`src/rtl/stopwatch_ctrl.sv`:
```
// Stopwatch control sequencer: input synchronise/debounce, RUN/PAUSED/ADJ mode FSM,
// tick-to-strobe gating and display blink. Optional lap freeze is built when LAP_EN is defined.
module stopwatch_ctrl #(
    parameter int              DB_W      = 20,
    parameter logic [DB_W-1:0] DB_CYCLES = 20'd500000
) (
    input  logic       clk,
    input  logic       rst,
    input  logic       btn_pause,
    input  logic       sw_adj,
    input  logic       sw_sel,
    input  logic       tick_1hz,
    input  logic       tick_2hz,
    input  logic       btn_lap,
    output logic       count_en,
    output logic       adj_sec_en,
    output logic       adj_min_en,
    output logic       blink_sec,
    output logic       blink_min,
    output logic [1:0] mode,
    output logic       freeze
);

    typedef enum logic [1:0] {
        MODE_RUN    = 2'b00,
        MODE_PAUSED = 2'b01,
        MODE_ADJ    = 2'b10
    } mode_e;

`ifdef LAP_EN
    localparam int NIN = 4;
`else
    localparam int NIN = 3;
`endif

    localparam logic [DB_W-1:0] DB_ONE  = {{(DB_W-1){1'b0}}, 1'b1};
    localparam logic [DB_W-1:0] DB_LAST = DB_CYCLES - DB_ONE;

    // Input order: 0 pause, 1 adjust, 2 select, 3 lap
    logic [NIN-1:0] raw_s;
    logic [NIN-1:0] db_s;
    logic [NIN-1:0] flip_s;

`ifdef LAP_EN
    assign raw_s = {btn_lap, sw_sel, sw_adj, btn_pause};
`else
    assign raw_s = {sw_sel, sw_adj, btn_pause};
    logic lap_unused_s;
    assign lap_unused_s = btn_lap;
`endif

    for (genvar i = 0; i < NIN; i++) begin : g_db
        logic            sync1_r;
        logic            sync2_r;
        logic            db_r;
        logic [DB_W-1:0] cnt_r;

        // Two-flop synchroniser followed by a stability counter
        always_ff @(posedge clk or negedge rst) begin
            if (!rst) begin
                sync1_r <= 1'b0;
                sync2_r <= 1'b0;
                db_r    <= 1'b0;
                cnt_r   <= {DB_W{1'b0}};
            end else begin
                sync1_r <= raw_s[i];
                sync2_r <= sync1_r;
                if (sync2_r == db_r) begin
                    cnt_r <= {DB_W{1'b0}};
                end else if (cnt_r == DB_LAST) begin
                    db_r  <= sync2_r;
                    cnt_r <= {DB_W{1'b0}};
                end else begin
                    cnt_r <= cnt_r + DB_ONE;
                end
            end
        end

        // flip marks the cycle whose clock edge changes the debounced level
        assign flip_s[i] = (sync2_r != db_r) && (cnt_r == DB_LAST);
        assign db_s[i]   = db_r;
    end

    logic  pause_evt_s;
    logic  adj_db_s;
    logic  adj_db_nxt_s;
    logic  sel_db_s;
    logic  sel_db_nxt_s;
    mode_e mode_r;
    mode_e mode_nxt_s;
    logic  run_flag_r;
    logic  run_flag_nxt_s;
    logic  blink_ph_r;
    logic  blink_ph_nxt_s;
    logic  rst_done_r;
    logic  count_en_r;
    logic  adj_sec_r;
    logic  adj_min_r;
    logic  blink_sec_r;
    logic  blink_min_r;

    assign pause_evt_s  = flip_s[0] & ~db_s[0];
    assign adj_db_s     = db_s[1];
    assign adj_db_nxt_s = db_s[1] ^ flip_s[1];
    assign sel_db_s     = db_s[2];
    assign sel_db_nxt_s = db_s[2] ^ flip_s[2];

    // Mode state register
    always_ff @(posedge clk or negedge rst) begin
        if (!rst) begin
            mode_r <= MODE_RUN;
        end else begin
            mode_r <= mode_nxt_s;
        end
    end

    // Next mode: adjust switch overrides the run flag from any state
    always_comb begin
        mode_nxt_s = MODE_RUN;
        case (mode_r)
            MODE_RUN, MODE_PAUSED, MODE_ADJ: begin
                if (adj_db_s) begin
                    mode_nxt_s = MODE_ADJ;
                end else if (run_flag_r) begin
                    mode_nxt_s = MODE_RUN;
                end else begin
                    mode_nxt_s = MODE_PAUSED;
                end
            end
            default: mode_nxt_s = MODE_RUN;
        endcase
    end

    // Run flag and blink phase next values; a pause landing with adjust entry is dropped
    always_comb begin
        run_flag_nxt_s = run_flag_r;
        blink_ph_nxt_s = blink_ph_r;
        if (pause_evt_s && (mode_r != MODE_ADJ) && !adj_db_nxt_s) begin
            run_flag_nxt_s = ~run_flag_r;
        end else begin
            run_flag_nxt_s = run_flag_r;
        end
        if ((mode_r != MODE_ADJ) && (mode_nxt_s == MODE_ADJ)) begin
            blink_ph_nxt_s = 1'b0;
        end else if ((mode_r == MODE_ADJ) && tick_2hz) begin
            blink_ph_nxt_s = ~blink_ph_r;
        end else begin
            blink_ph_nxt_s = blink_ph_r;
        end
    end

    // Strobes decode the pre-transition mode; rst_done_r masks a tick at reset release
    always_ff @(posedge clk or negedge rst) begin
        if (!rst) begin
            rst_done_r  <= 1'b0;
            run_flag_r  <= 1'b1;
            blink_ph_r  <= 1'b0;
            count_en_r  <= 1'b0;
            adj_sec_r   <= 1'b0;
            adj_min_r   <= 1'b0;
            blink_sec_r <= 1'b0;
            blink_min_r <= 1'b0;
        end else begin
            rst_done_r  <= 1'b1;
            run_flag_r  <= run_flag_nxt_s;
            blink_ph_r  <= blink_ph_nxt_s;
            count_en_r  <= rst_done_r & tick_1hz & (mode_r == MODE_RUN);
            adj_sec_r   <= rst_done_r & tick_2hz & (mode_r == MODE_ADJ) & sel_db_s;
            adj_min_r   <= rst_done_r & tick_2hz & (mode_r == MODE_ADJ) & ~sel_db_s;
            blink_sec_r <= blink_ph_nxt_s & (mode_nxt_s == MODE_ADJ) & sel_db_nxt_s;
            blink_min_r <= blink_ph_nxt_s & (mode_nxt_s == MODE_ADJ) & ~sel_db_nxt_s;
        end
    end

`ifdef LAP_EN
    logic lap_evt_s;
    logic freeze_r;

    assign lap_evt_s = flip_s[3] & ~db_s[3];

    // Lap press toggles the hold in RUN; leaving RUN always releases it
    always_ff @(posedge clk or negedge rst) begin
        if (!rst) begin
            freeze_r <= 1'b0;
        end else if (mode_nxt_s != MODE_RUN) begin
            freeze_r <= 1'b0;
        end else if (lap_evt_s && (mode_r == MODE_RUN)) begin
            freeze_r <= ~freeze_r;
        end else begin
            freeze_r <= freeze_r;
        end
    end

    assign freeze = freeze_r;
`else
    assign freeze = 1'b0;
`endif

    assign count_en   = count_en_r;
    assign adj_sec_en = adj_sec_r;
    assign adj_min_en = adj_min_r;
    assign blink_sec  = blink_sec_r;
    assign blink_min  = blink_min_r;
    assign mode       = mode_r;

endmodule
```
`config.mk`:
```
export PLATFORM = sky130hd
export DESIGN_NAME = stopwatch_ctrl
export DESIGN_NICKNAME = d
export VERILOG_FILES = /design/src/rtl/stopwatch_ctrl.sv
export SDC_FILE = /design/constraint.sdc
export NUM_CORES = 1
export LEC_CHECK = 0
export CAP_MARGIN = 20
export CORE_MARGIN = 2
export CORE_UTILIZATION = 60
export CTS_CLUSTER_SIZE = 8
export DETAILED_ROUTE_END_ITERATION = 16
export PLACE_DENSITY = 0.79
export SKIP_CTS_REPAIR_TIMING = 1
export SYNTH_ARGS = -nofsm -noshare
export SYNTH_HDL_FRONTEND = slang
export SYNTH_SLANG_ARGS = --single-unit
export TNS_END_PERCENT = 20
```
`constraint.sdc`:
```
create_clock -name clk -period 2.4 [get_ports clk]
set_clock_uncertainty 0.15 [all_clocks]
set_input_delay 0.48 -clock clk [delete_from_list [all_inputs] [get_ports clk]]
set_output_delay 0.48 -clock clk [all_outputs]
set_load 0.01 [all_outputs]
```
; After elaboration in Yosys (flattened, before gate mapping)
; Index checks and enable logic that the tools add are counted.
[word_totals]
regBits = 79
input_bits = 8
out_inout_bits = 8
word_cells = 81
[classes]
addsub = 3
eq_ne = 13
mux = 11
bitwise = 20
reduce_logical = 13
[ops]
columns = cell, count
row1 = 20-bit 2-to-1 mux, 6
row2 = "20-bit by 1-bit adder with 20-bit output, second input constant", 3
row3 = "20-bit by 19-bit equality test with 1-bit output, second input constant", 3
row4 = 1-bit AND, 10
row5 = 1-bit inverter, 8
row6 = 1-bit logical AND, 7
row7 = 2-bit AND reduction, 3
row8 = "2-bit equality test, second input constant", 2
row9 = 2-bit 2-to-1 mux, 2
row10 = 1-bit equality test, 3
row11 = 1-bit 2-to-1 mux, 3
row12 = 1-bit inequality test, 3
row13 = 3-bit OR reduction, 1
row14 = "2-bit by 1-bit equality test with 1-bit output, second input constant", 1
row15 = 2-bit logical NOT, 1
row16 = "2-bit inequality test, second input constant", 1
row17 = 1-bit bitwise XOR, 2
row18 = 1-bit logical NOT, 1

; Longest topological paths before layout
[logic_depth]
depth_word = 8
depth_mapped = 8
depth_no_buf = 6

; Worst setup path before layout
; OpenSTA, ideal clock, no wires.
[synth_timing]
kind = flip-flop to flip-flop
startpoint = register g_db[0].cnt_r[12]
endpoint = register run_flag_r
setup_ns = 0.075
t_arrival_ns = 1.692
t_required_ns = 2.175
setup_slack_ns = 0.483
stages_incl_launch_ff = 6
n_path_buf = 0
synth_period_minus_slack_ns = 1.917
path_cell_list = dfrtp_1 > or4b_4 > or4_1 > nor2_1 > mux2i_1 > xnor2_1
[synth_between]
elab_chain_len = 5
[synth_lines]
columns = element, line_no
row1 = from (decl), 56  ; logic [DB_W-1:0] cnt_r;
row2 = from (signal assigned), 64  ; cnt_r <= {DB_W{1'b0}};
row3 = from (signal assigned), 69  ; cnt_r <= {DB_W{1'b0}};
row4 = from (signal assigned), 72  ; cnt_r <= {DB_W{1'b0}};
row5 = 20-bit by 19-bit equality test with 1-bit output, 80  ; assign flip_s[i] = (sync2_r != db_r) && (cnt_r == DB_LAST);
row6 = 1-bit logical AND, 80
row7 = 1-bit AND, 102  ; assign pause_evt_s = flip_s[0] & ~db_s[0];
row8 = 1-bit logical AND (2 in series), 138  ; if (pause_evt_s && (mode_r != MODE_ADJ) && !adj_db_nxt_s) begin
row9 = to (signal assigned), 165  ; run_flag_r <= run_flag_nxt_s;
row10 = to (decl), 91  ; logic run_flag_r;
; Every way passes these cells.
; A chain may end at the register's enable or synchronous reset.

; Worst setup path after layout
; Same ends and word-level chain as after synthesis.

==> impl_metrics.tcl <==
set metrics [dict create \
    outcome "complete, no violations" \
    wl_met2_um 2920 \
    crit_fanout 5 \
    seqPwrFrac 0.582 \
    overflow 0 \
    grt_max_degree 42 \
    cp_slowest_stage_delay_ps 560 \
    gp_congestion 0.793 \
    internal-power_w 0.00184 \
    h-tree-depth 3 \
    ios 16 \
    comb_power_share 0.037 \
    holdWs_ps 199 \
    clk_latency_ps 340 \
    grt_pass1_wl_um 10300 \
    hold_violations 0 \
    dr.pass1.iters 4 \
    reg2reg_to "run_flag_r" \
    total_power_w 0.00235 \
    drive_gt1_frac 0.0747 \
    cts_buffers 9 \
    r2r_slack_ps 340 \
    arrival_ps 2170 \
    grt_pass1_vias 2349 \
    ys_seq_area_frac 0.551 \
    numClockSinks 79 \
    dpl.hpwl_um 4090 \
    critical_path.cell_chain "or4b_4, or4_1, nor2_1, mux2i_1, xnor2_1" \
    power.density_nw_per_um2 584 \
    worst_slew_pin_slew_ps 511 \
    wl_per_cell_um 13.5 \
    synth_edf_count 0 \
    ys_types 40 \
    hp-start "g_db[0].sync1_r" \
    p_switching_w 0.000509 \
    port_buffers 13 \
    die_y_um 81.4 \
    drt-vias-per-instance 5.45 \
    ant_nets 0 \
    fin_setup_tns_ps 0 \
    die_w_um 81.4 \
    avgSynthCellArea_um2 10.3 \
    core_um2 5850 \
    finalCritPeriodShare 0.859 \
    start_kind "flip-flop" \
    p_leak_nw 1.77 \
    die_area_um2 6620 \
    post-route-min-period_ps 2060 \
    slew_violations 0 \
    crit_path_end_kind "flip-flop" \
    clkTransAtPathRegs_ps 70 \
    p_sw_frac 0.217 \
    r2r-start "g_db[0].cnt_r[12]" \
    setup_viol 0 \
    route.met3.wl_um 169 \
    top_layer_used "met4" \
    grt_usage 0.206 \
    p_clk_frac 0.381 \
    syn_inst 349 \
    synth_seq_cells 79 \
    hold_depth 0 \
    antenna_found_initial 0 \
    min_to "g_db[0].sync2_r" \
    worstPathRequired_ps 2510 \
    cts_root_buf "clkbuf_8" \
    path_class "reg2reg" \
    hold_path_class "reg2reg" \
    cts_max_path_buffers 2 \
    syn2layout_area_growth_pct 11.8 \
    yosys_warnings 0 \
    cp_num_buf_inv 0 \
    max_slew_margin 0.657 \
    initial_utilization 0.614 \
    cp_top_family "simple AND/OR/NAND/NOR gates" \
    cts_tree "yes" \
    worstRegToRegCells 5 \
    nets 382 \
    clock.fmax_mhz 485 \
    synth_nets 360 \
    initialDrtViolationCount 102 \
    route.final.wire_length_um 6090 \
    synth-async-reset-ratio 1.00 \
    rsz0062_at_grt "false" \
    ir_worst_vdd_uv 388 \
    num_vias 2454 \
    drc_errors 0 \
    wirelength_met1_um 2880 \
    ys.flop_type "dfrtp_1" \
    rows 28 \
    syn_area_um2 3590 \
    cap_violations 0 \
    cp_slowest_cell "or4b_4" \
    antennaDiodeCount 0 \
]
[cell type report]
class | count | area [um^2]
clock buffer | 15 | 176
fill | 441 | 1840
sequential | 79 | 1980
tap | 75 | 93.8
inverter | 7 | 26.3
multi-input combinational | 254 | 1550
timing repair buffer | 20 | 195
[cells in the final DEF (no fill, tap or decap), types with 2 or more instances in the layout]
| cell | n |
|---|---|
| nor4_1 | 4 |
| nor2_1 | 76 |
| and4_1 | 7 |
| conb_1 | 2 |
| nand2_1 | 23 |
| clkdlybuf4s50_1 | 12 |
| dfrtp_1 | 78 |
| buf_4 | 6 |
| mux2_2 | 2 |
| nand4_2 | 2 |
| clkbuf_8 | 12 |
| and2_1 | 2 |
| nand3_1 | 24 |
| nand2b_1 | 2 |
| nor3_1 | 8 |
| ha_1 | 3 |
| xor2_1 | 39 |
| clkbuf_1 | 3 |
| nand4_1 | 14 |
| or4_1 | 2 |
| and3_1 | 6 |
| xnor2_1 | 21 |
| inv_1 | 7 |
[how the worst max path moves through the flow]
stage                                 start                to  cells past startpoint
after floorplan           g_db[0].cnt_r[12]        run_flag_r                      5
after global placement    g_db[0].cnt_r[12]        run_flag_r                      5
after detailed placement  g_db[0].cnt_r[12]        run_flag_r                      5
after CTS                 g_db[0].cnt_r[12]        run_flag_r                      5
after global routing       g_db[2].cnt_r[0]  g_db[2].cnt_r[8]                      6
final                     g_db[0].cnt_r[12]        run_flag_r                      5
[routing by layer]
layer	GRT usage	vias to the layer above
met4	0.105	0
met2	0.325	31
met5	0	-
li1	-	1201
met1	0.265	1212
met3	0.0489	10
[cells by family after synthesis]
group / after synthesis / share of synthesized area
compound gates: 3 / 0.00662
other cells: 2 / 0.00209
simple gates: 182 / 0.253
mux: 4 / 0.0122
fa+ha+maj: 3 / 0.0105
buf+inv: 16 / 0.0188
flops: 79 / 0.551
xor+xnor: 60 / 0.146
[worst reg2reg max path: stages (launching register included)]
cell     delay [ps]
dfrtp_1         430
or4b_4          560
or4_1           480
nor2_1          110
mux2i_1          90
xnor2_1         160
[power groups by stage]
| stage | Sequential, W | Clock [W] | Combinational (W) |
|---|---|---|---|
| global placement | 0.00139 | 0 | 0.0000862 |
| finish | 0.00136 | 0.000894 | 0.0000869 |
| global route | 0.00137 | 0.000975 | 0.000101 |
| detailed placement | 0.00139 | 0 | 0.0000880 |
| floorplan | 0.00139 | 0 | 0.0000410 |
| CTS | 0.00136 | 0.000907 | 0.0000883 |
[metrics by stage]
step,util,setup slack (ps),area (um^2),instances
4_1_cts,0.685,328,4010,449
3_5_place_dp,0.654,340,3830,434
3_3_place_gp,0.654,431,3830,434
2_1_floorplan,-,483,3590,349
5_1_grt,0.686,214,4020,450
6_report,0.686,339,4020,450
[synthesized netlist by cell type, drive strengths merged, types with 2 or more instances]
master,count,area (um^2)
and2,2,12.5
and3,7,45.1
and4,7,61.3
buf,4,22.5
clkbuf,5,18.8
conb,2,7.51
dfrtp,78,1950
ha,3,37.5
inv,7,26.3
mux2,3,33.8
nand2,23,86.3
nand2b,2,12.5
nand3,24,120
nand4,16,113
nor2,76,285
nor3,9,50.1
nor4,4,25.0
or2,2,12.5
or4,2,15.0
xnor2,21,184
xor2,39,342
[registers in the layout, indices dropped and copies added, names as in the netlist, 2 cells and up]
signal and count:
g_db.cnt_r 60, g_db.db_r 2, g_db.sync1_r 3, g_db.sync2_r 3
mode 2
No activity file was read; power rests on OpenSTA's default activity.
